$ cat config.mk
export PLATFORM = sky130hd
export DESIGN_NAME = fetch_unit
export DESIGN_NICKNAME = d
export VERILOG_FILES = /design/src/rtl/fetch_unit_pkg.sv /design/src/rtl/instr_fifo.sv /design/src/rtl/fetch_unit.sv
export SDC_FILE = /design/constraint.sdc
export NUM_CORES = 1
export LEC_CHECK = 0
export BUFFER_PORTS_ARGS = -buffer_cell sky130_fd_sc_hd__buf_2
export CORE_MARGIN = 2
export CORE_UTILIZATION = 45
export CTS_CLUSTER_DIAMETER = 60
export DETAILED_ROUTE_END_ITERATION = 12
export GPL_ROUTABILITY_DRIVEN = 0
export GPL_TIMING_DRIVEN = 1
export PLACE_DENSITY = 0.7
export SLEW_MARGIN = 40
export SYNTH_ARGS = -nofsm -noshare
export SYNTH_HDL_FRONTEND = slang
export SYNTH_SLANG_ARGS = --single-unit
export TNS_END_PERCENT = 20
$ cat constraint.sdc
create_clock -name clk_i -period 6.8 [get_ports clk_i]
set_clock_uncertainty 0.05 [all_clocks]
set_input_delay 1.36 -clock clk_i [delete_from_list [all_inputs] [get_ports clk_i]]
set_output_delay 1.36 -clock clk_i [all_outputs]
set_load 0.1 [all_outputs]
$ cat src/rtl/fetch_unit_pkg.sv
// Shared fetch definitions: opcode constants used by fetch and the PC/branch logic,
// FSM state encoding and the buffered {pc, instr} entry layout.
package fetch_unit_pkg;

    localparam logic [3:0] OPCODE_B   = 4'hC;
    localparam logic [3:0] OPCODE_BR  = 4'hD;
    localparam logic [3:0] OPCODE_HLT = 4'hF;

    typedef enum logic [1:0] {
        ST_IDLE   = 2'd0,
        ST_WAIT   = 2'd1,
        ST_DRAIN  = 2'd2,
        ST_HALTED = 2'd3
    } fetch_state_e;

    typedef struct packed {
        logic [15:0] pc;
        logic [15:0] instr;
    } fetch_entry_t;

    // Sequential fetch step; wraps 16'hFFFE to 16'h0000.
    function automatic logic [15:0] add_two(input logic [15:0] addr);
        return addr + 16'd2;
    endfunction

endpackage

$ cat src/rtl/instr_fifo.sv
// Small instruction buffer holding {pc, instr} entries between fetch and decode.
// Clear has priority over push and pop.
module instr_fifo
    import fetch_unit_pkg::*;
#(
    parameter int DEPTH = 2
) (
    input  logic                     clk_i,
    input  logic                     rst_n_i,
    input  logic                     clear_i,
    input  logic                     push_i,
    input  logic                     pop_i,
    input  logic [31:0]              wdata_i,
    output logic [31:0]              rdata_o,
    output logic [$clog2(DEPTH):0]   count_o,
    output logic                     empty_o
);

    localparam int AW = $clog2(DEPTH);

    fetch_entry_t   mem_q [DEPTH];
    logic [AW-1:0]  wr_ptr_q, wr_ptr_d;
    logic [AW-1:0]  rd_ptr_q, rd_ptr_d;
    logic [AW:0]    count_q, count_d;
    logic           do_push, do_pop;

    assign do_push = push_i && (count_q != (AW+1)'(DEPTH));
    assign do_pop  = pop_i && (count_q != '0);

    always_comb begin
        wr_ptr_d = wr_ptr_q;
        rd_ptr_d = rd_ptr_q;
        count_d  = count_q;
        if (clear_i) begin
            wr_ptr_d = '0;
            rd_ptr_d = '0;
            count_d  = '0;
        end else begin
            if (do_push) wr_ptr_d = wr_ptr_q + AW'(1);
            if (do_pop)  rd_ptr_d = rd_ptr_q + AW'(1);
            count_d = count_q + (AW+1)'(do_push) - (AW+1)'(do_pop);
        end
    end

    always_ff @(posedge clk_i) begin
        if (!rst_n_i) begin
            wr_ptr_q <= '0;
            rd_ptr_q <= '0;
            count_q  <= '0;
        end else begin
            wr_ptr_q <= wr_ptr_d;
            rd_ptr_q <= rd_ptr_d;
            count_q  <= count_d;
        end
    end

    // Storage needs no reset; count gates everything that reads it.
    always_ff @(posedge clk_i) begin
        if (do_push && !clear_i) mem_q[wr_ptr_q] <= wdata_i;
    end

    assign rdata_o = mem_q[rd_ptr_q];
    assign count_o = count_q;
    assign empty_o = (count_q == '0);

endmodule

$ cat src/rtl/fetch_unit.sv
// Instruction fetch stage: one outstanding read to a variable-latency memory,
// buffered hand-off to decode, flush on redirect, stop after HLT.
//
// state  | meaning
// IDLE   | no read in flight; issue when a buffer slot is free
// WAIT   | read in flight; its response is pushed into the buffer
// DRAIN  | read in flight after a redirect; its response is discarded
// HALTED | HLT fetched; no requests until redirect or reset
module fetch_unit
    import fetch_unit_pkg::*;
#(
    parameter int          FIFO_DEPTH = 2,
    parameter logic [15:0] RESET_PC   = 16'h0000
) (
    input  logic        clk_i,
    input  logic        rst_n_i,
    input  logic        redirect_i,
    input  logic [15:0] redirect_pc_i,
    output logic        mem_req_o,
    output logic [15:0] mem_addr_o,
    input  logic        mem_rvalid_i,
    input  logic [15:0] mem_rdata_i,
    output logic        instr_valid_o,
    output logic [15:0] instr_o,
    output logic [15:0] instr_pc_o,
    input  logic        decode_ready_i,
    output logic        halted_o
);

    localparam int CNT_W = $clog2(FIFO_DEPTH) + 1;

    fetch_state_e   state_q, state_d;
    logic [15:0]    fetch_pc_q, fetch_pc_d;
    logic [CNT_W-1:0] fifo_count;
    logic           fifo_empty, fifo_push, fifo_pop, fifo_clear;
    logic           can_issue;
    fetch_entry_t   push_entry, head_entry;

    assign can_issue = (fifo_count < CNT_W'(FIFO_DEPTH));

    always_ff @(posedge clk_i) begin
        if (!rst_n_i) begin
            state_q    <= ST_IDLE;
            fetch_pc_q <= RESET_PC;
        end else begin
            state_q    <= state_d;
            fetch_pc_q <= fetch_pc_d;
        end
    end

    always_comb begin
        state_d    = state_q;
        fetch_pc_d = fetch_pc_q;
        unique case (state_q)
            ST_IDLE:   if (!redirect_i && can_issue) state_d = ST_WAIT;
            ST_WAIT: begin
                if (redirect_i)
                    state_d = mem_rvalid_i ? ST_IDLE : ST_DRAIN;
                else if (mem_rvalid_i)
                    state_d = (mem_rdata_i[15:12] == OPCODE_HLT) ? ST_HALTED : ST_IDLE;
            end
            ST_DRAIN:  if (mem_rvalid_i) state_d = ST_IDLE;
            ST_HALTED: if (redirect_i) state_d = ST_IDLE;
            default:   state_d = ST_IDLE;
        endcase
        if (redirect_i)
            fetch_pc_d = redirect_pc_i;
        else if (state_q == ST_WAIT && mem_rvalid_i)
            fetch_pc_d = add_two(fetch_pc_q);
    end

    // A request is never raised while reset is held, so nothing leaks out before release.
    always_comb begin
        mem_req_o  = 1'b0;
        fifo_push  = 1'b0;
        fifo_clear = redirect_i;
        fifo_pop   = !fifo_empty && decode_ready_i;
        if (state_q == ST_IDLE && rst_n_i && !redirect_i && can_issue) mem_req_o = 1'b1;
        if (state_q == ST_WAIT && mem_rvalid_i && !redirect_i) fifo_push = 1'b1;
    end

    assign mem_addr_o       = fetch_pc_q;
    assign halted_o         = (state_q == ST_HALTED);
    assign push_entry.pc    = fetch_pc_q;
    assign push_entry.instr = mem_rdata_i;

    instr_fifo #(
        .DEPTH (FIFO_DEPTH)
    ) u_fifo (
        .clk_i   (clk_i),
        .rst_n_i (rst_n_i),
        .clear_i (fifo_clear),
        .push_i  (fifo_push),
        .pop_i   (fifo_pop),
        .wdata_i (push_entry),
        .rdata_o (head_entry),
        .count_o (fifo_count),
        .empty_o (fifo_empty)
    );

    assign instr_valid_o = !fifo_empty;
    assign instr_o       = head_entry.instr;
    assign instr_pc_o    = head_entry.pc;

endmodule

==> results of run 1 <==
## synth_stat cells (3+ instances only)
library cell  number  area [sq um]
nor2_1             4         15.01
xor2_1             4         35.03
buf_1              3         11.26
nor4_1             7         43.79
mux2_2            32         360.4
and2_1             7         43.79
nor2b_1            4         25.02
xnor2_1           10         87.58
mux2i_1            3         30.03
nand3_1            7         35.03
or4_1              3         22.52
a31oi_1            5         31.28
nand2_1            9         33.78
a21oi_1            7         35.03
nor3_1             4         20.02
clkbuf_1           8         30.03
dfxtp_1           23         460.4
edfxtp_1          64          1922
nand4_1            3         18.77
o21ai_0           15         75.07
inv_1              5         18.77
## cell usage in the layout (no fill, tap or decap), types with 6 or more instances in the layout
cell type | netlist | layout
buf_2 | 2 | 87
edfxtp_1 | 64 | 64
mux2_2 | 32 | 32
dfxtp_1 | 23 | 23
o21ai_0 | 15 | 15
xnor2_1 | 10 | 10
nand2_1 | 9 | 9
clkbuf_8 | 0 | 9
and2_1 | 7 | 7
a21oi_1 | 7 | 7
nand3_1 | 7 | 7
nor4_1 | 7 | 6
## worst max path at each step
stage	depth (start not counted)	slack [ns]	endpoint
after detailed placement	4	2.95	mem_req_o
after floorplan	3	1.32	u_fifo.mem_q[0][0]
after global routing	4	2.84	mem_req_o
after CTS	4	2.95	mem_req_o
after global placement	4	2.99	mem_req_o
final	4	2.95	mem_req_o
## power by group through the flow
stage               registers, W  clock network, W  logic [W]
CTS                     0.000594          0.000373   0.000136
detailed placement      0.000607                 0   0.000136
finish                  0.000594          0.000362   0.000135
global route            0.000596          0.000394   0.000142
floorplan               0.000648                 0  0.0000628
global placement        0.000606                 0   0.000135
## layout make-up
type / instances / area share, %
Clock inverter: 7 / 1.817
Sequential cell: 87 / 55.80
Timing Repair Buffer: 90 / 10.73
Clock buffer: 9 / 2.902
Inverter: 5 / 0.4396
Tap cell: 102 / 2.989
Multi-Input combinational cell: 142 / 25.32
## sequential cells by signal, indices dropped and copies added (netlist names), named ones only
signal / flops
u_fifo.mem_q: 64
u_fifo.wr_ptr_q: 1
u_fifo.count_o: 2
u_fifo.rd_ptr_q: 1
state_q: 2
mem_addr_o: 16
## metal layers
layer	track usage, %	up-vias	wire, um
li1	-	1100	-
met4	7.463	0	125
met3	3.092	12	400
met2	25.97	73	3156
met5	0	-	0
met1	21.06	1081	2951
## through the flow
| stage | instance area [sq um] | instances | utilization [%] | setup WS [ns] |
|---|---|---|---|---|
| 2_1_floorplan | 3527 | 247 | - | 1.316 |
| 3_3_place_gp | 4068 | 426 | 53.19 | 2.986 |
| 3_5_place_dp | 4068 | 426 | 53.19 | 2.955 |
| 4_1_cts | 4269 | 442 | 55.82 | 2.948 |
| 5_1_grt | 4269 | 442 | 55.82 | 2.843 |
| 6_report | 4269 | 442 | 55.82 | 2.953 |
## logic make-up (layout without fill, tap and decap cells)
kind of cell    after synthesis  after routing  synth area share (%)
compound gates               33             33                 5.427
fa+ha+maj                     2              2                0.7094
simple gates                 58             58                 9.790
xor+xnor                     14             14                 3.476
mux                          35             35                 11.07
flops                        87             87                 67.54
buf+inv                      18            111                 1.987
==> impl_metrics.csv, run 1 <==
group,metric,value,unit
synth,avgSynthCellArea,14.28,sq um
critical_path,end_kind,"output pin",
global_routing,grt_pass1_wl,10520,um
synth,synth-main-ff-cell,"edfxtp_1",
cts,clk_pin_slew,0.09,ns
global_routing,antenna_found_initial,0,
sta,rsz0062_at_grt,"false",
critical_path,slowest_delay,0.42,ns
hold_path,min_path_cells,0,
global_routing,grt.total_usage,16.09,%
critical_path,timing_worst_setup_path_type,"primary input to output pin",
power,comb_power_share,12.4,%
detailed_routing,routedWlPerCell,15.00,um
critical_path,required,5.39,ns
power,p_int,0.0007835,W
run,cap_violations,0,
detailed_routing,drtIter0Drc,104,
sta,timing.hold.ws,0.4404,ns
placement,dp_hpwl,4350,um
sta,fin_crit_sh,56.57,%
synth,synth_seq_cells,87,
critical_path,reg2reg_from,"mem_addr_o[3]",
status,status,"finished, final reports clean",
cts,cts_tree,"yes",
power,p_sw,0.0003078,W
critical_path,rr_worst_depth,4,
hold_path,min_to,"u_fifo.mem_q[1][16]",
synth,syn_nets,286,
hold_path,hold_path.startpoint,"mem_addr_o[0]",
cts,worstSkewPairLatency,0.35,ns
die,ios,88,
critical_path,crit_chain,"buf_2, nor4_1, and2_1, buf_2",
die,die_area,8562,sq um
synth,async_flop_share,0,%
sta,setup-tns-final,0,ns
finish,syn2layout_area_growth,21.04,%
synth,synth_cells,247,
sta,relSlewSlack,62.36,%
die,die_h,92.53,um
power,seqPwrFrac,54.4,%
cts,cts_resized,0,
detailed_routing,wl,6632,um
detailed_routing,ant_nets,0,
global_routing,grt_pass1_vias,2195,
power,power,0.001091,W
cts,cts_max_path_buffers,2,
sta,fmax,260.0,MHz
detailed_routing,post-route-drc-count,0,
power,power_density,255.6,nW/um^2
critical_path,start_kind,"primary input",
detailed_routing,vias_per_cell,5.127,
power,power_leakage,1.596,nW
cts,root_buffer,"clkbuf_8",
synth,synth_cell_types,35,
global_routing,grt.overflow.total,0,
die,coreArea,7647,sq um
sta,max_slew.worst_pin.slew,0.5640,ns
critical_path,slowest_stage,"buf_2",
critical_path,crit_top_cell,"buf_2",
cts,holdBufCountCts,0,
cts,cts_setup_buffers,0,
finish,nNetsFinal,374,
power,switching_share,28.21,%
power,ir_drop,0.1119,mV
sta,final_hold_viol_count,0,
sta,layout_min_cycle_time,3.847,ns
die,dieWidth,92.53,um
finish,diodes,0,
cts,htreeDepth,3,
synth,ys_seq_area_share,67.54,%
detailed_routing,dr.pass1.iters,4,
sta,final_max_slew_viol_count,0,
die,num_rows,32,
critical_path,crit_arrival,2.44,ns
power,clockPowerShare,33.2,%
finish,fill_cells,663,
critical_path,crit_buf_inv,2,
critical_path,r2r-end,"mem_addr_o[15]",
synth,netlist_area,3527,sq um
cts,numCtsBuffers,9,
synth,yosysWarnings,0,
finish,drive_gt1_share,42.06,%
sta,setup_viol,0,
die,start_util,46.12,%
critical_path,critPathMaxFanout,20,
finish,regArea,2382,sq um
finish,multi_input_area,1081,sq um
placement,port_buffers,87,
critical_path,reg2reg_slack,4.52,ns
critical_path,crit_family,"buffers and inverters",
detailed_routing,vias,2266,
synth,synth_edf_count,64,
cts,clock-sinks,87,
global_routing,grt_max_degree,33,
hold_path,hold_path.class,"flop to flop",
critical_path,startpoint,"redirect_i",
No activity file was read; power rests on OpenSTA's default activity.
==> run 2, diff against run 1 <==
- clock period: 6.8 -> 3.8 ns (I/O delays scaled with it)
==> run 2 against run 1 <==
Net effect:
- power up 82%
- first-iteration DRC count down 44%
- clock-buffer cell count increased by 2
- sequential power grew 78%
- critical path type unchanged
- utilization is 0.28 points higher
- register-to-register slack worse by 3.1 ns
- non-clock buffer count did not move
- setup slack worse by 1.8 ns
- cell count is the same
==> impl_metrics.csv, run 2 (synthesis gave the netlist of run 1 again) <==
group,metric,value,unit
sta,rsz0062_at_grt,"false",
die,start_util,46.12,%
global_routing,grt_pass1_vias,2194,
sta,fin_crit_sh,69.46,%
power,power,0.001990,W
finish,diodes,0,
die,die_area,8562,sq um
global_routing,grt_max_degree,33,
sta,setup_viol,0,
cts,cts_resized,0,
status,status,"finished, final reports clean",
placement,dp_hpwl,4500,um
detailed_routing,ant_nets,0,
detailed_routing,routedWlPerCell,15.12,um
critical_path,critPathMaxFanout,20,
power,power_leakage,1.604,nW
die,die_h,92.53,um
cts,clk_pin_slew,0.09,ns
finish,syn2layout_area_growth,21.64,%
power,power_density,463.9,nW/um^2
placement,port_buffers,87,
detailed_routing,vias,2284,
sta,fmax,378.9,MHz
detailed_routing,dr.pass1.iters,4,
hold_path,hold_path.class,"flop to flop",
die,ios,88,
critical_path,startpoint,"redirect_i",
detailed_routing,drtIter0Drc,58,
run,cap_violations,0,
global_routing,grt.total_usage,16.38,%
finish,drive_gt1_share,41.47,%
cts,worstSkewPairLatency,0.35,ns
finish,largest_register_ffs,64,
cts,cts_tree,"yes",
sta,timing.final.ws_setup,1.161,ns
critical_path,r2r-end,"u_fifo.mem_q[1][18]",
hold_path,hold_path.startpoint,"mem_addr_o[0]",
die,num_rows,32,
cts,holdBufCountCts,0,
sta,relSlewSlack,61.21,%
power,seqPwrFrac,53.5,%
die,coreArea,7647,sq um
detailed_routing,wl,6683,um
power,comb_power_share,12.2,%
critical_path,timing_worst_setup_path_type,"primary input to output pin",
detailed_routing,post-route-drc-count,0,
sta,setup-tns-final,0,ns
critical_path,reg2reg_slack,1.39,ns
placement,place_ws,1.016,ns
power,ir_drop,0.1846,mV
cts,cts_max_path_buffers,2,
cts,root_buffer,"clkbuf_8",
cts,clock-sinks,87,
sta,max_slew.worst_pin.slew,0.5818,ns
finish,final_cell_mix,"87 x buf_2, 64 x edfxtp_1, 32 x mux2_2, 23 x dfxtp_1, 15 x o21ai_0",
hold_path,min_to,"u_fifo.mem_q[0][16]",
critical_path,start_kind,"primary input",
die,dieWidth,92.53,um
critical_path,end_kind,"output pin",
critical_path,rr_worst_depth,4,
global_routing,grt_pass1_wl,10600,um
cts,numCtsBuffers,9,
hold_path,min_path_cells,0,
sta,timing.hold.ws,0.4580,ns
power,switching_share,26.47,%
power,p_sw,0.0005268,W
global_routing,antenna_found_initial,0,
power,clockPowerShare,34.3,%
finish,layout_commonest_cell,"buf_2",
power,p_int,0.001464,W
cts,htreeDepth,3,
detailed_routing,vias_per_cell,5.167,
cts,cts_setup_buffers,0,
sta,layout_min_cycle_time,2.639,ns
finish,regMostFlops,"u_fifo.mem_q",
critical_path,required,2.99,ns
global_routing,grt.overflow.total,0,
sta,final_hold_viol_count,0,
finish,nNetsFinal,374,
sta,final_max_slew_viol_count,0,
critical_path,crit_arrival,1.83,ns
critical_path,reg2reg_from,"state_q[0]",
==> run 2: cell types whose count changed in the layout (fill, tap and decap cells not counted), sizes merged <==
cell,previous run,this run
clkbuf,9,11
inv,8,5
clkinv,2,3
bufinv,1,2
clkinvlp,1,0
==> run 2: critical path: stages <==
cell    delay [ns]
buf_2         0.22
nor4_1        0.26
and2_1        0.17
buf_2         0.42
==> run 2: stage by stage <==
stage	utilization (%)	cells	area, sq um
after floorplan	-	247	3533
after global placement	53.31	426	4076
after detailed placement	53.31	426	4076
after CTS	56.10	442	4290
after global routing	56.10	442	4290
final	56.10	442	4290
==> run 2: layout make-up <==
| type | count | area, sq um |
|---|---|---|
| repair buffers | 90 | 457.9 |
| flip-flops and latches | 87 | 2382 |
| well taps | 102 | 127.6 |
| clock inverters | 5 | 82.58 |
| multi-input cells | 142 | 1090 |
| inverters | 5 | 18.77 |
| clock buffers | 11 | 131.4 |
| fillers | 679 | 3357 |
==> run 2: power by group through the flow <==
stage	combinational [W]	clock (W)	sequential, W
final	0.000243	0.000683	0.00106
after global routing	0.000255	0.000738	0.00107
after CTS	0.000245	0.000699	0.00106
after detailed placement	0.000244	0	0.00109
after global placement	0.000242	0	0.00109
after floorplan	0.000113	0	0.00116
==> run 2: worst max path at each step <==
stage | end | slack [ns] | cells after the start
after floorplan | u_fifo.mem_q[0][0] | 0.26 | 3
final | mem_req_o | 1.16 | 4
after detailed placement | u_fifo.mem_q[1][13] | 1.02 | 5
after global placement | u_fifo.mem_q[1][14] | 1.08 | 5
after CTS | mem_req_o | 1.15 | 4
after global routing | mem_req_o | 1.05 | 4
==> run 2: per-layer routing <==
metal  vias up  share of wire (%)  track usage [%]
met2        76                 47            25.79
li1       1099                  -                -
met3         7                6.8            4.557
met5         -                  0                0
met1      1102                 45            21.25
met4         0                1.0            7.214
==> run 3, diff against run 2 <==
- clock period: 3.8 -> 2.6 ns (I/O delays scaled with it)
==> run 3 against run 2 <==
Net effect:
- clock-buffer cell count down 1
- global-route usage up 0.48 points
- wire length up 4.8%
- register-to-register slack worse by 1.0 ns
- via count up 0.35%
- combinational power up 49%
- power up 46%
- first-iteration DRC count up 76%
- die area unchanged
- cell count up 1.1%
- sequential share of layout area down 0.63 points
==> impl_metrics.csv, run 3 (synthesis gave the netlist of run 1 again) <==
group,metric,value,unit
status,status,"finished, final reports clean",
critical_path,timing_worst_setup_path_type,"flop to output pin",
power,seqPwrFrac,53.3,%
sta,fin_crit_sh,91.96,%
die,start_util,46.12,%
cts,cts_max_path_buffers,2,
placement,dp_cells,431,
global_routing,grt.overflow.total,0,
critical_path,reg2reg_slack,0.36,ns
detailed_routing,vias_per_cell,5.128,
sta,max_slew.worst_pin.slew,0.5350,ns
power,p_sw,0.0007774,W
sta,final_max_slew_viol_count,0,
sta,final_hold_viol_count,0,
power,switching_share,26.67,%
finish,largest_register_ffs,64,
critical_path,slowest_delay,0.59,ns
cts,holdBufCountCts,0,
detailed_routing,ant_nets,0,
sta,setup_viol,0,
cts,cts_resized,0,
global_routing,grt_pass1_vias,2258,
placement,dp_hpwl,4745,um
finish,nNetsFinal,379,
detailed_routing,routedWlPerCell,15.67,um
power,ir_drop,0.3131,mV
power,p_int,0.002138,W
critical_path,slowest_stage,"dfxtp_2",
die,num_rows,32,
power,comb_power_share,12.4,%
hold_path,min_path_cells,1,
critical_path,crit_chain,"buf_12, mux2_2, buf_2",
placement,port_buffers,87,
cts,cts_setup_buffers,0,
detailed_routing,drtIter0Drc,102,
power,power_leakage,1.631,nW
critical_path,reg2reg_from,"mem_addr_o[3]",
critical_path,end_kind,"output pin",
critical_path,critPathMaxFanout,20,
placement,placed_cell_area,4129,sq um
die,die_area,8562,sq um
critical_path,rr_worst_depth,4,
finish,stdcell_area,4342,sq um
die,dieWidth,92.53,um
hold_path,hold_path.class,"primary input to flop",
sta,layout_min_cycle_time,2.391,ns
die,ios,88,
finish,stdcell_count,447,
global_routing,grt_max_degree,24,
die,die_h,92.53,um
finish,drive_gt1_share,42.61,%
detailed_routing,post-route-drc-count,0,
cts,clock-sinks,87,
global_routing,antenna_found_initial,0,
critical_path,crit_arrival,1.82,ns
cts,worstSkewPairLatency,0.35,ns
finish,syn2layout_area_growth,23.09,%
sta,relSlewSlack,64.29,%
critical_path,required,2.03,ns
hold_path,hold_path.startpoint,"mem_rdata_i[3]",
sta,setup-tns-final,0,ns
power,power_density,671.4,nW/um^2
global_routing,grt.total_usage,16.86,%
detailed_routing,wl,7004,um
placement,place_ws,0.2498,ns
finish,layout_commonest_cell,"buf_2",
finish,diodes,0,
hold_path,min_to,"u_fifo.mem_q[0][3]",
finish,regMostFlops,"u_fifo.mem_q",
cts,root_buffer,"clkbuf_8",
critical_path,r2r-end,"mem_addr_o[15]",
run,cap_violations,0,
finish,fin_util,56.77,%
global_routing,grt_pass1_wl,10890,um
cts,cts_tree,"yes",
detailed_routing,dr.pass1.iters,5,
die,coreArea,7647,sq um
finish,final_cell_mix,"87 x buf_2, 64 x edfxtp_1, 32 x mux2_2, 22 x dfxtp_1, 15 x o21ai_0",
cts,clk_pin_slew,0.08,ns
sta,rsz0062_at_grt,"false",
sta,fmax,418.2,MHz
sta,timing.final.ws_setup,0.2091,ns
power,clockPowerShare,34.3,%
detailed_routing,vias,2292,
cts,numCtsBuffers,9,
critical_path,start_kind,"flop",
cts,htreeDepth,3,
-- run 3: cell count changes in the layout (fill, tap and decap cells not counted), sizes merged --
cell / change
buf: +5
clkbuf: -1
clkinv: +1
-- run 3: power groups by stage --
stage	Sequential [W]	Combinational [W]	Clock [W]
3_3_place_gp	0.00158	0.000359	0
3_5_place_dp	0.00159	0.000362	0
5_1_grt	0.00156	0.000378	0.00106
6_report	0.00155	0.000361	0.000999
2_1_floorplan	0.00169	0.000166	0
4_1_cts	0.00155	0.000363	0.00103
-- run 3: stage by stage --
step           power (W)  hold slack, ns
2_1_floorplan   0.001860          0.4311
3_3_place_gp    0.001943          0.4087
3_5_place_dp    0.001949          0.4162
4_1_cts         0.002950          0.2778
5_1_grt         0.003001          0.2920
6_report        0.002915          0.2975
-- run 3: layout make-up --
cell class	count	area [sq um]
Clock buffer	10	127.6
Multi-Input combinational cell	142	1091
Tap cell	102	127.6
Clock inverter	6	85.08
Inverter	5	18.77
Fill cell	675	3306
Sequential cell	87	2384
Timing Repair Buffer	95	508.0
-- run 3: critical path: cells and delay by family (launching register included) --
kind / cells / cell delay, ns
buffers and inverters: 2 / 0.51
muxes: 1 / 0.35
DFF: 1 / 0.59
-- run 3: worst max path at each step --
stage             startpoint              to  slack (ns)  cells after the start
3_3_place_gp    mem_rvalid_i  mem_addr_o[15]        0.30                      5
5_1_grt                 flop  instr_pc_o[10]        0.11                      3
4_1_cts                 flop   instr_pc_o[3]        0.17                      3
3_5_place_dp    mem_rvalid_i  mem_addr_o[15]        0.25                      5
2_1_floorplan  mem_addr_o[3]  mem_addr_o[15]       -0.25                      5
6_report                flop     instr_o[12]        0.21                      3
-- run 3: metal layers --
metal	global-route usage [%]	part of all wire, %	vias up
met5	0	0	-
met4	8.333	1.7	0
met3	3.499	5.0	13
met2	28.22	50	59
met1	20.77	43	1103
li1	-	-	1117
